===== src/rtl/alu_issue_ctrl.sv =====
// rtl/alu_issue_ctrl.sv - RV32I ALU issue controller: decode, drive ALU, capture, writeback handshake
module alu_issue_ctrl #(
    parameter int XLEN  = 32,
    parameter int CNT_W = 16
) (
    input  logic             clk,
    input  logic             rst_n,
    input  logic             in_valid,
    output logic             in_ready,
    input  logic [31:0]      in_instr,
    input  logic [XLEN-1:0]  in_rs1,
    input  logic [XLEN-1:0]  in_rs2,
    output logic [XLEN-1:0]  alu_a,
    output logic [XLEN-1:0]  alu_b,
    output logic [3:0]       alu_op,
    input  logic [XLEN-1:0]  alu_out,
    input  logic [3:0]       alu_flags,
    output logic             res_valid,
    input  logic             res_ready,
    output logic [XLEN-1:0]  res_data,
    output logic [4:0]       res_rd,
    output logic             res_wen,
    output logic [3:0]       res_flags,
    output logic             res_err,
    output logic [CNT_W-1:0] op_count
);

    typedef enum logic [1:0] {
        S_IDLE = 2'd0,
        S_EXEC = 2'd1,
        S_RESP = 2'd2
    } state_t;

    localparam logic [6:0] OPC_R  = 7'b0110011;
    localparam logic [6:0] OPC_I  = 7'b0010011;
    localparam logic [6:0] F7_ZERO = 7'b0000000;
    localparam logic [6:0] F7_ALT  = 7'b0100000;

    state_t r_state;
    state_t w_next;

    logic [XLEN-1:0]  r_alu_a;
    logic [XLEN-1:0]  r_alu_b;
    logic [3:0]       r_alu_op;
    logic             r_err;
    logic [4:0]       r_rd;
    logic [XLEN-1:0]  r_res_data;
    logic [4:0]       r_res_rd;
    logic             r_res_wen;
    logic [3:0]       r_res_flags;
    logic             r_res_err;
    logic [CNT_W-1:0] r_op_count;

    logic [6:0]       w_opcode;
    logic [2:0]       w_f3;
    logic [6:0]       w_f7;
    logic             w_is_r;
    logic             w_is_i;
    logic             w_legal;
    logic             w_shift;
    logic [3:0]       w_op;
    logic [4:0]       w_shamt;
    logic [XLEN-1:0]  w_dec_a;
    logic [XLEN-1:0]  w_dec_b;
    logic             w_accept;
    logic             w_resp_hs;
    logic             w_unused;

    assign w_opcode  = in_instr[6:0];
    assign w_f3      = in_instr[14:12];
    assign w_f7      = in_instr[31:25];
    assign w_is_r    = (w_opcode == OPC_R);
    assign w_is_i    = (w_opcode == OPC_I);
    assign w_shamt   = w_is_i ? in_instr[24:20] : in_rs2[4:0];
    // Register-file source fields are resolved upstream; the operands arrive already read.
    assign w_unused  = ^in_instr[19:15];

    always_comb begin
        w_op    = 4'b0000;
        w_legal = 1'b0;
        w_shift = 1'b0;
        if (w_is_r || w_is_i) begin
            case (w_f3)
                3'b000: begin
                    if (w_is_i || (w_f7 == F7_ZERO)) begin
                        w_op    = 4'b0000;
                        w_legal = 1'b1;
                    end else if (w_f7 == F7_ALT) begin
                        w_op    = 4'b1000;
                        w_legal = 1'b1;
                    end
                end
                3'b001: begin
                    w_shift = 1'b1;
                    w_op    = 4'b0001;
                    w_legal = (w_f7 == F7_ZERO);
                end
                3'b101: begin
                    w_shift = 1'b1;
                    if (w_f7 == F7_ZERO) begin
                        w_op    = 4'b0101;
                        w_legal = 1'b1;
                    end else if (w_f7 == F7_ALT) begin
                        w_op    = 4'b1101;
                        w_legal = 1'b1;
                    end
                end
                default: begin
                    w_op    = {1'b0, w_f3};
                    w_legal = w_is_i || (w_f7 == F7_ZERO);
                end
            endcase
        end
    end

    always_comb begin
        w_dec_a = '0;
        w_dec_b = '0;
        if (w_legal) begin
            w_dec_a = in_rs1;
            if (w_shift) begin
                w_dec_b = {{(XLEN-5){1'b0}}, w_shamt};
            end else if (w_is_i) begin
                w_dec_b = {{(XLEN-12){in_instr[31]}}, in_instr[31:20]};
            end else begin
                w_dec_b = in_rs2;
            end
        end
    end

    always_comb begin
        w_next    = r_state;
        in_ready  = 1'b0;
        res_valid = 1'b0;
        case (r_state)
            S_IDLE: begin
                in_ready = 1'b1;
                if (in_valid) begin
                    w_next = S_EXEC;
                end
            end
            S_EXEC: begin
                w_next = S_RESP;
            end
            S_RESP: begin
                res_valid = 1'b1;
                if (res_ready) begin
                    w_next = S_IDLE;
                end
            end
            default: begin
                w_next = S_IDLE;
            end
        endcase
    end

    assign w_accept  = (r_state == S_IDLE) && in_valid;
    assign w_resp_hs = (r_state == S_RESP) && res_ready;

    always_ff @(posedge clk or negedge rst_n) begin
        if (!rst_n) begin
            r_state <= S_IDLE;
        end else begin
            r_state <= w_next;
        end
    end

    // ALU operands are registered at accept so they are stable through EXEC and hold afterwards.
    always_ff @(posedge clk or negedge rst_n) begin
        if (!rst_n) begin
            r_alu_a  <= '0;
            r_alu_b  <= '0;
            r_alu_op <= 4'b0000;
            r_err    <= 1'b0;
            r_rd     <= 5'd0;
        end else if (w_accept) begin
            r_alu_a  <= w_dec_a;
            r_alu_b  <= w_dec_b;
            r_alu_op <= w_legal ? w_op : 4'b0000;
            r_err    <= !w_legal;
            r_rd     <= in_instr[11:7];
        end
    end

    always_ff @(posedge clk or negedge rst_n) begin
        if (!rst_n) begin
            r_res_data  <= '0;
            r_res_rd    <= 5'd0;
            r_res_wen   <= 1'b0;
            r_res_flags <= 4'b0000;
            r_res_err   <= 1'b0;
        end else if (r_state == S_EXEC) begin
            r_res_data  <= r_err ? '0 : alu_out;
            r_res_flags <= r_err ? 4'b0000 : alu_flags;
            r_res_rd    <= r_rd;
            r_res_wen   <= !r_err && (r_rd != 5'd0);
            r_res_err   <= r_err;
        end
    end

    always_ff @(posedge clk or negedge rst_n) begin
        if (!rst_n) begin
            r_op_count <= '0;
        end else if (w_resp_hs && !r_res_err) begin
            r_op_count <= r_op_count + 1'b1;
        end
    end

    assign alu_a     = r_alu_a;
    assign alu_b     = r_alu_b;
    assign alu_op    = r_alu_op;
    assign res_data  = r_res_data;
    assign res_rd    = r_res_rd;
    assign res_wen   = r_res_wen;
    assign res_flags = r_res_flags;
    assign res_err   = r_res_err;
    assign op_count  = r_op_count;

endmodule

===== config.mk =====
export PLATFORM = sky130hd
export DESIGN_NAME = alu_issue_ctrl
export DESIGN_NICKNAME = d
export VERILOG_FILES = /design/src/rtl/alu_issue_ctrl.sv
export SDC_FILE = /design/constraint.sdc
export NUM_CORES = 1
export LEC_CHECK = 0
export BUFFER_PORTS_ARGS = -buffer_cell sky130_fd_sc_hd__buf_2
export CAP_MARGIN = 20
export CORE_MARGIN = 10
export CORE_UTILIZATION = 47
export DETAILED_ROUTE_END_ITERATION = 16
export MAX_ROUTING_LAYER = met4
export PLACE_DENSITY = 0.8
export SETUP_SLACK_MARGIN = 0.2
export SLEW_MARGIN = 15
export SYNTH_ARGS = -nofsm -noshare
export SYNTH_HDL_FRONTEND = slang
export SYNTH_SLANG_ARGS = --single-unit

===== constraint.sdc =====
create_clock -name clk -period 2.5 [get_ports clk]
set_input_delay 0.375 -clock clk [delete_from_list [all_inputs] [get_ports clk]]
set_output_delay 0.375 -clock clk [all_outputs]
set_load 0.02 [all_outputs]

# Word level (Yosys, flattened, before mapping)
# Cells that the tools add are included.
op_classes:
  n_addsub: 1
  eq_ne: 9
  mux: 26
  reduce_logical: 15
op_table:
  columns: ["operator", "count"]
  rows:
  - ["32-bit two-way mux", 5]
  - ["4-bit two-way mux", 7]
  - ["16-bit by 1-bit adder with 16-bit output (second input constant)", 1]
  - ["7-bit by 6-bit equality test with 1-bit output (second input constant)", 2]
  - ["4-bit one-hot mux with 3 select lines", 1]
  - ["1-bit two-way mux", 8]
  - ["7-bit by 5-bit equality test with 1-bit output (second input constant)", 1]
  - ["7-bit logical NOT", 1]
  - ["2-bit one-hot mux with 3 select lines", 1]
  - ["5-bit two-way mux", 1]
  - ["5-bit nonzero test", 1]
  - ["1-bit logical AND", 4]
  - ["2-bit two-way mux", 2]
  - ["2-bit inequality test (second input constant)", 2]
  - ["3-bit by 1-bit equality test with 1-bit output (second input constant)", 1]
  - ["3-bit equality test (second input constant)", 1]
  - ["1-bit logical NOT", 3]
  - ["3-bit logical NOT", 1]
  - ["1-bit one-hot mux with 3 select lines", 1]
  - ["2-bit by 1-bit equality test with 1-bit output (second input constant)", 1]
  - ["2-bit equality test (second input constant)", 1]
  - ["2-bit logical NOT", 1]
  - ["1-bit logical OR", 2]
  - ["2-bit AND reduction", 1]
  - ["2-bit OR reduction", 1]
totals:
  ff_bits: 135
  in_bits: 136

# Longest topological paths before layout
# Gate-level depths: netlist of run 1.
depth:
  depth_word: 6
  depth_mapped: 6
  mapped_depth_nobuf: 4

# Least setup slack after synthesis of run 1
# OpenSTA, ideal clock, no wires.
synth_timing:
  kind: "in2reg"
  from: "input port in_instr[25]"
  to: "register r_alu_a[10] (netlist: alu_a[10])"
  setup_ns: 0.067
  arrival_time_ns: 1.857
  t_required_ns: 2.433
  path_slack_ns: 0.576
  stages: 6
  cell_sequence: "or4_4 o41ai_4 a221o_1 buf_6 buf_8 a32o_1"
synth_via:
  elab_chain_cells: 6
  word_cells_on_any_way: 9
  classes_between: "eq/ne (1); mux (6); reduce/logical (2)"
synth_lines:
  columns: ["item", "line_no", "text"]
  rows:
  - ["start: declaration", "10", "input logic [31:0] in_instr,"]
  - ["7-bit by 6-bit equality test with 1-bit output or 7-bit logical NOT (tied branches)", null, null]
  - ["1-bit two-way mux or 1-bit logical OR (tied branches)", null, null]
  - ["1-bit two-way mux (on tied branches)", "100, 85", null]
  - ["1-bit one-hot mux with 3 select lines (*)", "83", "case (w_f3)"]
  - ["1-bit two-way mux (*)", "82", "if (w_is_r || w_is_i) begin"]
  - ["32-bit two-way mux (*)", "119", "if (w_legal) begin"]
  - ["end signal: assignment", "177", "r_alu_a <= w_dec_a;"]
  - ["end: declaration", "42", "logic [XLEN-1:0] r_alu_a;"]
# Mark *: on every way between the ends. The rest lies on a longest branch, timed or not.
# A chain may end at the register's enable or synchronous reset.

# Worst setup path in the final report of run 1
layout_timing:
  from: "register r_state[1]"
  to: "register r_alu_b[23] (netlist: alu_b[23])"
layout_via:
  elab_chain_cells: 2
layout_lines:
  columns: ["item", "line_no", "text"]
  rows:
  - ["start: declaration", "39", "state_t r_state;"]
  - ["start signal: assignment", "164", "r_state <= w_next;"]
  - ["2-bit logical NOT", "157", "assign w_accept = (r_state == S_IDLE) && in_valid;"]
  - ["1-bit logical AND", "157", null]
  - ["end signal: assignment", "178", "r_alu_b <= w_dec_b;"]
  - ["end: declaration", "43", "logic [XLEN-1:0] r_alu_b;"]
# No other way between the ends.

==> results of run 1 <==
[final cells by class]
class                   count  area (sq um)  area share
diodes                      1         2.502   0.0003165
flip-flops and latches    135          3378      0.4272
clock buffers              22         464.2     0.05870
multi-input cells         347          2285      0.2889
repair buffers            275          1475      0.1866
clock inverters             9         77.57    0.009810
inverters                   4         15.01    0.001899
well taps                 168         210.2     0.02658
[timing repair]
item,4_1_cts,5_1_grt
endpoints found under the hold margin,47,0
setup buffers,0,0
hold buffers,1,0
[critical path, stage by stage, from the launching register on]
cell	delay, ns
dfrtp_1	0.42
or3b_2	0.66
clkinv_1	0.26
nand4_4	0.19
buf_12	0.22
o31ai_1	0.24
[routing by layer]
metal,routed length [um],share of wire,up-vias
met3,1444,0.081,19
met5,0,0,-
li1,-,-,2384
met4,262,0.015,0
met1,7392,0.42,2516
met2,8677,0.49,258
[layout by cell type, fill, tap and decap left out, types with 4 or more instances in the layout]
cell type / count
xnor2_1: 14
buf_2: 258
buf_4: 11
nor2_1: 7
mux2i_1: 11
nand3_1: 8
buf_12: 4
o21ai_0: 39
nand2b_1: 39
o31ai_2: 10
clkinv_2: 5
mux2_2: 6
nand2_1: 93
a32o_1: 33
and3_1: 6
dfrtp_1: 135
o31ai_1: 25
a21oi_1: 23
clkbuf_16: 17
[path summary, 6_finish.rpt]
path | from | endpoint | slack (ns) | cells past startpoint
setup / recovery | r_state[1] | alu_b[23] | 0.39 | 5
hold / removal | in_instr[8] | r_rd[1] | 0.15 | 3
setup reg to reg | r_state[1] | alu_b[23] | 0.39 | 5
hold reg to reg | op_count[15] | op_count[15] | 0.47 | 1
max in group asynchronous | rst_n | r_rd[3] | 1.40 | 3
min in group asynchronous | rst_n | alu_a[26] | 0.46 | 2
[per-stage QoR]
stage / utilization / hold WS, ns
after floorplan: - / 0.07941
after detailed placement: 0.6071 / 0.3471
after global routing: 0.6527 / 0.1433
after CTS: 0.6527 / 0.1357
after global placement: 0.6071 / 0.3402
final: 0.6529 / 0.1531
[power groups by stage]
stage / combinational [mW] / clock, mW / sequential (mW)
floorplan: 0.512 / 0 / 2.55
global placement: 0.976 / 0 / 2.46
detailed placement: 1.01 / 0 / 2.47
CTS: 1.02 / 2.35 / 2.44
global route: 1.11 / 2.44 / 2.45
finish: 1.01 / 2.30 / 2.44
[logic make-up (layout without fill, tap and decap cells)]
kind of cell / Yosys count / after routing / synth area share
flip-flops: 135 / 135 / 0.5741
adder cells (fa/ha/maj): 1 / 1 / 0.002126
AO/OA/AOI/OAI: 136 / 136 / 0.1765
XOR/XNOR: 15 / 15 / 0.02233
AND/OR/NAND/NOR: 178 / 178 / 0.1548
multiplexers: 17 / 17 / 0.03019
buffers and inverters: 43 / 310 / 0.03997
other: 0 / 1 / 0
[sequential cells by signal (all words and copies together), names as in the netlist, 4 cells and up]
name and cells:
res_rd 5, r_rd 5, op_count 16, res_data 32
alu_b 32, alu_a 32, alu_op 4, res_flags 4
==> reports/qor.txt, run 1 <==
period utilization -> 0.8439
# clock sinks -> 135
post-synth top area share -> 0.5741
die area -> 17400 sq um
Core Footprint -> 12110 sq um
post-cts sizing count -> 0
synth warn -> 0
critical path endpoint category -> register
syn_area_per_cell -> 11.21 sq um
Nets -> 917
final instance area -> 7908 sq um
initial antenna violation count -> 0
Vias/cell -> 5.387
relative slew slack -> 0.4038
post-layout min period -> 2.110 ns
fraction of layout instances using a drive strength above 1 -> 0.4116
routability congestion estimate -> 0.8204
ys flop type -> dfrtp_1
Internal -> 4.066 mW
pre-CTS WS -> 0.09127 ns
Pins Over Slew Limit -> 0
CP Launch Type -> register
Post-synth EDFFs -> 0
Syn Nets -> 662
CTS tree -> built
Overall Global Routing Usage -> 0.2085
post-synthesis sequential area ratio -> 0.5741
Sw Ratio -> 0.2923
CTS Buffer Depth -> 2
number of placement rows -> 40
M1 GR Usage -> 0.2478
Clock Skew -> 0.006603 ns
I/O Pins -> 265
Power Total -> 5.745 mW
Max H-tree Level -> 4
# setup viols final -> 0
Cells after DPL -> 928
pwr/cell area -> 726.5 nW/um^2
RSZ-0062 raised after global routing -> no
Commonest cells post-synth -> dfrtp_1, nand2_1, nand2b_1, o21ai_0, a32o_1
P_leak -> 4.111 nW
drt first pass iters -> 5
die width -> 131.9 um
Area Growth Syn to Fin -> 34.38%
clock power share -> 0.401
drt total wl -> 17780 um
Post-Synthesis Cell Area -> 5884 sq um
clk_lat worst skew -> 0.42 ns
# DRC -> 0
ranking of synthesized cells by area -> dfrtp_1, nand2_1, a32o_1
Initial Utilization -> 0.4858
CTS Buf Count -> 17
asr flop ratio synth -> 1.000
FF+latch count, synth -> 135
via count -> 5177
Sequential Power Share -> 0.424
GR Layer Usage met3 -> 0.06326
NetSw -> 1.679 mW
Critical Path Fanout Max -> 22
Cell Area, Placed -> 7353 sq um
status -> complete, no violations
wire per inst -> 18.50 um
met2 GRT Util -> 0.3303
vias in the first global route -> 5550
Comb power frac -> 0.175
pin count of the biggest net entering global routing -> 51
Cells after Synth -> 525
Tightest Pin Transition -> 0.8943 ns
Clock transition at path regs -> 0.05 ns
Final Instance Count excl. Fillers -> 961
initial DRC count -> 372
CP Data Required Time -> 2.82 ns
final worst slack -> 0.3902 ns
Congestion Overflow GR -> 0
worst setup path class -> reg2reg
accumulated negative setup slack -> 0 ns
root buf cell -> clkbuf_16
Synth area leader -> dfrtp_1
first-pass GRT wire length -> 28840 um
Hold Path Class -> in2reg
PortBufs -> 259
die height -> 131.9 um
Filler cells -> 949
Worst Path Arrival -> 2.43 ns
Antenna Nets Post-Route -> 0
Fin. Hold Viols -> 0
Distinct cells, synth -> 44
most common cell in the netlist -> dfrtp_1
GRT busiest layer -> met2
Peak VDD IR -> 428.3 uV
HPWL Detailed -> 13370 um
Max Fclk -> 474.0 MHz
MaxCap Viol Count -> 0
Note: power is estimated with default switching activity, not from simulation.
==> inputs of run 2 (changes only) <==
- ABC_AREA: not set -> 1
- CORE_UTILIZATION: 47 -> 48
- clock period: 2.5 -> 2.18 ns (I/O delays scaled with it)
==> reports/qor.txt, run 2 <==
vias in the first global route -> 5894 (was 5550)
via count -> 5931 (was 5177)
# diodes -> 0 (was 1)
fraction of layout instances using a drive strength above 1 -> 0.3463 (was 0.4116)
# setup viols final -> 0 (unchanged)
Sw Ratio -> 0.3672 (was 0.2923)
worst setup path class -> reg2reg (unchanged)
RSZ-0062 raised after global routing -> no (unchanged)
wire per inst -> 16.28 um (was 18.50 um)
Clock Skew -> 0.009239 ns (was 0.006603 ns)
pwr/cell area -> 1021 nW/um^2 (was 726.5 nW/um^2)
Core Footprint -> 13140 sq um (was 12110 sq um)
Final Instance Count excl. Fillers -> 1175 (was 961)
Register Area -> 3378 sq um (unchanged)
die width -> 135.1 um (was 131.9 um)
drt total wl -> 19130 um (was 17780 um)
status -> complete, no violations (unchanged)
drt first pass iters -> 5 (unchanged)
worst path cell trace -> inv_1 -> nand2_1 -> nor2_4 -> inv_2 -> a21oi_1 -> nand3_2 -> nand2_1 (was or3b_2 -> clkinv_1 -> nand4_4 -> buf_12 -> o31ai_1)
Internal -> 5.461 mW (was 4.066 mW)
pin count of the biggest net entering global routing -> 54 (was 51)
post-layout min period -> 1.743 ns (was 2.110 ns)
final hold slack -> 0.1262 ns (was 0.1531 ns)
Vias/cell -> 5.048 (was 5.387)
ranking of synthesized cells by area -> dfrtp_1, nand2_1, a22o_1 (was dfrtp_1, nand2_1, a32o_1)
HPWL Detailed -> 13890 um (was 13370 um)
Syn Nets -> 870 (was 662)
post-cts sizing count -> 0 (unchanged)
Post-synth EDFFs -> 0 (unchanged)
Cells after Synth -> 733 (was 525)
Cells after DPL -> 1142 (was 928)
Distinct cells, synth -> 31 (was 44)
# DRC -> 0 (unchanged)
CTS tree -> built (unchanged)
Comb power frac -> 0.311 (was 0.175)
Peak VDD IR -> 480.8 uV (was 428.3 uV)
CP Data Required Time -> 2.53 ns (was 2.82 ns)
routability congestion estimate -> 0.8676 (was 0.8204)
Synth area leader -> dfrtp_1 (unchanged)
post-layout util -> 0.6436 (was 0.6529)
period utilization -> 0.7997 (was 0.8439)
Nets -> 1123 (was 917)
initial DRC count -> 317 (was 372)
final worst slack -> 0.4367 ns (was 0.3902 ns)
pre-CTS WS -> 0.3832 ns (was 0.09127 ns)
synth warn -> 0 (unchanged)
clock power share -> 0.312 (was 0.401)
most used cell, CP -> nand2_1
syn_area_per_cell -> 8.680 sq um (was 11.21 sq um)
CP max stage delay -> 0.39 ns (was 0.66 ns)
area of the multi-input gates -> 2567 sq um (was 2285 sq um)
Pins Over Slew Limit -> 0 (unchanged)
die area -> 18260 sq um (was 17400 sq um)
Fin. Hold Viols -> 0 (unchanged)
post-synth top area share -> 0.5310 (was 0.5741)
I/O Pins -> 265 (unchanged)
Commonest cells post-synth -> nand2_1, dfrtp_1, nand3_1, inv_1, a22o_1 (was dfrtp_1, nand2_1, nand2b_1, o21ai_0, a32o_1)
Critical Path Fanout Max -> 49 (was 22)
Overall Global Routing Usage -> 0.2092 (was 0.2085)
critical path endpoint category -> register (unchanged)
Tightest Pin Transition -> 0.8775 ns (was 0.8943 ns)
slowest stage cell, crit path -> dfrtp_1 (was or3b_2)
NetSw -> 3.168 mW (was 1.679 mW)
most frequent cells in the layout -> nand2_1, buf_2, dfrtp_1 (was buf_2, dfrtp_1, nand2_1)
Sequential Power Share -> 0.377 (was 0.424)
number of placement rows -> 42 (was 40)
Post-Synthesis Cell Area -> 6362 sq um (was 5884 sq um)
FF+latch count, synth -> 135 (unchanged)
clk_lat worst skew -> 0.41 ns (was 0.42 ns)
Power Total -> 8.629 mW (was 5.745 mW)
ys flop type -> dfrtp_1 (unchanged)
CTS Buf Count -> 17 (unchanged)
final instance area -> 8456 sq um (was 7908 sq um)
commonest non-fill, non-tap cell in the layout -> nand2_1 (was buf_2)
most common cell in the netlist -> nand2_1 (was dfrtp_1)
# clock sinks -> 135 (unchanged)
MaxCap Viol Count -> 0 (unchanged)
Antenna Nets Post-Route -> 0 (unchanged)
relative slew slack -> 0.4141 (was 0.4038)
CP Launch Type -> register (unchanged)
Worst Path Arrival -> 2.09 ns (was 2.43 ns)
Clock transition at path regs -> 0.06 ns (was 0.05 ns)
post-synthesis sequential area ratio -> 0.5310 (was 0.5741)
Filler cells -> 1132 (was 949)
Initial Utilization -> 0.4843 (was 0.4858)
first-pass GRT wire length -> 30000 um (was 28840 um)
root buf cell -> clkbuf_16 (unchanged)
accumulated negative setup slack -> 0 ns (unchanged)
Area Growth Syn to Fin -> 32.90% (was 34.38%)
initial antenna violation count -> 0 (unchanged)
Max H-tree Level -> 4 (unchanged)
Congestion Overflow GR -> 0 (unchanged)
Cell Area, Placed -> 7883 sq um (was 7353 sq um)
asr flop ratio synth -> 1.000 (unchanged)
Hold Path Class -> in2reg (unchanged)
P_leak -> 4.893 nW (was 4.111 nW)
PortBufs -> 259 (unchanged)
die height -> 135.1 um (was 131.9 um)
Max Fclk -> 573.6 MHz (was 474.0 MHz)
CTS Buffer Depth -> 2 (unchanged)
## run 2: changes by cell type after synthesis, moves of 21 or more
cell      previous run  this run
nand2_1             93       272
nand2b_1            40         0
nand3_1              8        48
inv_1                3        39
a22o_1               1        36
a32o_1              33         0
nand3b_1             1        32
o21ai_0             39        11
o31ai_1             25         1
buf_2                5        26
## run 2: what timing repair did
item                       in CTS  in global routing
hold endpoints to repair       32                  0
hold buffers                    1                  0
setup buffers                   0                  0
setup endpoints to repair       0                  0
## run 2: final cells by class
class                   instances  area share
clock buffers                  17     0.05031
clock inverters                15     0.01628
inverters                      45     0.02027
multi-input cells             508      0.3036
flip-flops and latches        135      0.3995
well taps                     176     0.02604
repair buffers                279      0.1839
## run 2: logic make-up (layout without fill, tap and decap cells)
logic type	after synthesis	after routing	share of synthesized area
AOI/OAI and AO/OA	84	84	0.08830
DFF	135	135	0.5310
and+or+nand+nor	412	412	0.2973
adders and majority gates	1	1	0.001966
buffers and inverters	90	356	0.06627
xor gates and xnor gates	11	11	0.01514
## run 2: path summary, 6_finish.rpt
kind	cells after the start	start	to	slack, ns
max	7	r_state[0]	alu_b[4]	0.44
min	3	in_instr[11]	r_rd[4]	0.13
max reg2reg	7	r_state[0]	alu_b[4]	0.44
min reg2reg	2	alu_a[11]	alu_a[11]	0.47
max in group asynchronous	3	rst_n	res_flags[1]	1.11
min in group asynchronous	2	rst_n	alu_a[0]	0.38
## run 2: layer usage
metal	part of all wire	wire length, um	track usage
met2	0.48	9139	0.3302
met1	0.42	8023	0.2495
met4	0.015	278	0.06758
met5	0	0	-
met3	0.088	1683	0.06714
## run 2: critical path: cells and delay by family (launching register included)
family | cells | cell delay [ns]
and+or+nand+nor | 4 | 0.50
buffers and inverters | 2 | 0.47
DFF | 1 | 0.39
AOI/OAI and AO/OA | 1 | 0.30
## run 2: power by group through the flow
stage                     Clock [mW]  Combinational (mW)  Sequential [mW]
final                           2.70                2.68             3.25
after global routing            2.87                2.92             3.29
after CTS                       2.76                2.73             3.25
after detailed placement           0                2.71             3.29
after global placement             0                2.68             3.26
after floorplan                    0                1.18             3.80
==> inputs of run 3 (changes only) <==
- CORE_UTILIZATION: 48 -> 44
- PLACE_DENSITY: 0.8 -> 0.77
- clock period: 2.18 -> 1.6 ns (I/O delays scaled with it)
==> reports/qor.txt, run 3 (synthesis results as in run 2) <==
status -> complete, no violations (unchanged)
Peak VDD IR -> 731.2 uV (was 480.8 uV)
Max Fclk -> 708.9 MHz (was 573.6 MHz)
drt first pass iters -> 5 (unchanged)
Critical Path Fanout Max -> 53 (was 49)
post-layout util -> 0.6405 (was 0.6436)
initial antenna violation count -> 5 (was 0)
Initial Utilization -> 0.4531 (was 0.4843)
Worst Path Arrival -> 1.71 ns (was 2.09 ns)
worst setup path end -> alu_a[19] (was alu_b[4])
CP Data Required Time -> 1.90 ns (was 2.53 ns)
CTS Buf Count -> 17 (unchanged)
relative slew slack -> 0.7595 (was 0.4141)
Clock Skew -> 0.01897 ns (was 0.009239 ns)
drt total wl -> 20430 um (was 19130 um)
clk_lat worst skew -> 0.42 ns (was 0.41 ns)
# clock sinks -> 135 (unchanged)
Congestion Overflow GR -> 0 (unchanged)
PortBufs -> 259 (unchanged)
Worst Reg-to-Reg Cells -> 8 (was 7)
most frequent cells in the layout -> nand2_1, buf_2, dfrtp_1 (unchanged)
Nets -> 1142 (was 1123)
root buf cell -> clkbuf_16 (unchanged)
worst setup path startpoint -> r_state[0] (unchanged)
number of placement rows -> 43 (was 42)
fraction of layout instances using a drive strength above 1 -> 0.4002 (was 0.3463)
vias in the first global route -> 6052 (was 5894)
final hold slack -> 0.03594 ns (was 0.1262 ns)
Cells after DPL -> 1154 (was 1142)
first-pass GRT wire length -> 31130 um (was 30000 um)
commonest non-fill, non-tap cell in the layout -> nand2_1 (unchanged)
Hold Path Class -> in2reg (unchanged)
pre-CTS WS -> 0.001762 ns (was 0.3832 ns)
wire per inst -> 17.00 um (was 16.28 um)
MaxCap Viol Count -> 0 (unchanged)
worst setup path class -> reg2reg (unchanged)
Reg2Reg Capture Point -> alu_a[19] (was alu_b[4])
pin count of the biggest net entering global routing -> 54 (unchanged)
Final Instance Count excl. Fillers -> 1202 (was 1175)
HPWL Detailed -> 14320 um (was 13890 um)
Area Growth Syn to Fin -> 41.36% (was 32.90%)
CP Launch Type -> register (unchanged)
initial DRC count -> 361 (was 317)
RSZ-0062 raised after global routing -> yes (was no)
CTS tree -> built (unchanged)
# DRC -> 0 (unchanged)
P_leak -> 5.059 nW (was 4.893 nW)
final worst slack -> 0.1893 ns (was 0.4367 ns)
Antenna Nets Post-Route -> 0 (unchanged)
pwr/cell area -> 1408 nW/um^2 (was 1021 nW/um^2)
Power Total -> 12.66 mW (was 8.629 mW)
die area -> 19670 sq um (was 18260 sq um)
via count -> 6035 (was 5931)
Clock transition at path regs -> 0.06 ns (about the same)
post-layout min period -> 1.411 ns (was 1.743 ns)
Core Footprint -> 14040 sq um (was 13140 sq um)
Pins Over Slew Limit -> 0 (unchanged)
Filler cells -> 1156 (was 1132)
Max H-tree Level -> 4 (unchanged)
CTS Buffer Depth -> 2 (unchanged)
final instance area -> 8994 sq um (was 8456 sq um)
period utilization -> 0.8817 (was 0.7997)
Cell Area, Placed -> 7995 sq um (was 7883 sq um)
Vias/cell -> 5.021 (was 5.048)
# setup viols final -> 0 (unchanged)
Overall Global Routing Usage -> 0.1980 (was 0.2092)
die width -> 140.3 um (was 135.1 um)
critical path endpoint category -> register (unchanged)
routability congestion estimate -> 0.8622 (was 0.8676)
flop-to-flop setup slack -> 0.19 ns (was 0.44 ns)
die height -> 140.3 um (was 135.1 um)
I/O Pins -> 265 (unchanged)
Tightest Pin Transition -> 0.3607 ns (was 0.8775 ns)
Fin. Hold Viols -> 0 (unchanged)
worst reg2reg path startpoint -> r_state[0] (unchanged)
accumulated negative setup slack -> 0 ns (unchanged)
## run 3: changes by cell type in the layout (fill, tap and decap cells not counted), moves of 5 or more
cell     change
buf_4        +7
a21oi_2     +21
buf_6        +6
a21oi_1     -25
diode_2      +5
## run 3: how the worst min path moves through the flow
| stage | startpoint | end | slack [ns] | cells past startpoint |
|---|---|---|---|---|
| 2_1_floorplan | rst_n | alu_a[0] | -0.06 | 0 |
| 3_5_place_dp | rst_n | op_count[12] | 0.16 | 1 |
| 5_1_grt | alu_out[2] | res_data[2] | 0.03 | 2 |
| 3_3_place_gp | rst_n | op_count[12] | 0.17 | 1 |
| 6_report | in_instr[8] | r_rd[1] | 0.04 | 3 |
| 4_1_cts | in_instr[8] | r_rd[1] | 0.02 | 3 |
## run 3: routing by layer
metal | track usage | vias to the layer above | part of all wire
li1 | - | 2922 | -
met1 | 0.2295 | 2871 | 0.42
met2 | 0.3116 | 219 | 0.49
met3 | 0.07978 | 23 | 0.082
met4 | 0.05543 | 0 | 0.013
met5 | - | - | 0
## run 3: worst max-delay path: stages, from the launching register on
cell and delay [ns]:
dfrtp_1 0.41, inv_2 0.09, nand2_4 0.06, nor2_4 0.10
buf_12 0.14, inv_4 0.08, buf_16 0.18, nand2_1 0.11
nand2_1 0.07
## run 3: report_power, final
group | switching [mW] | internal (mW) | total (mW)
clock | 1.53 | 2.34 | 3.87
combinational | 2.57 | 1.76 | 4.34
sequential | 0.363 | 4.09 | 4.45
total | 4.47 | 8.19 | 12.7
## run 3: repair_timing
action / in CTS / in global routing
endpoints found under the hold margin: 33 / 0
pin swaps: 3 / 8
cloned: 0 / 3
resized for setup: 14 / 51
setup buffers: 4 / 4
hold buffers: 1 / 0
endpoints found under the setup margin: 79 / 70
## run 3: area by class of cell
type                       count  area [sq um]  share of cell area
sequential                   135          3383              0.3762
antenna                        5         12.51            0.001391
clock inverter                13         145.1             0.01614
tap                          180         225.2             0.02504
inverter                      45         187.7             0.02087
clock buffer                  18         439.2             0.04883
timing repair buffer         298          1833              0.2038
multi-input combinational    508          2768              0.3077
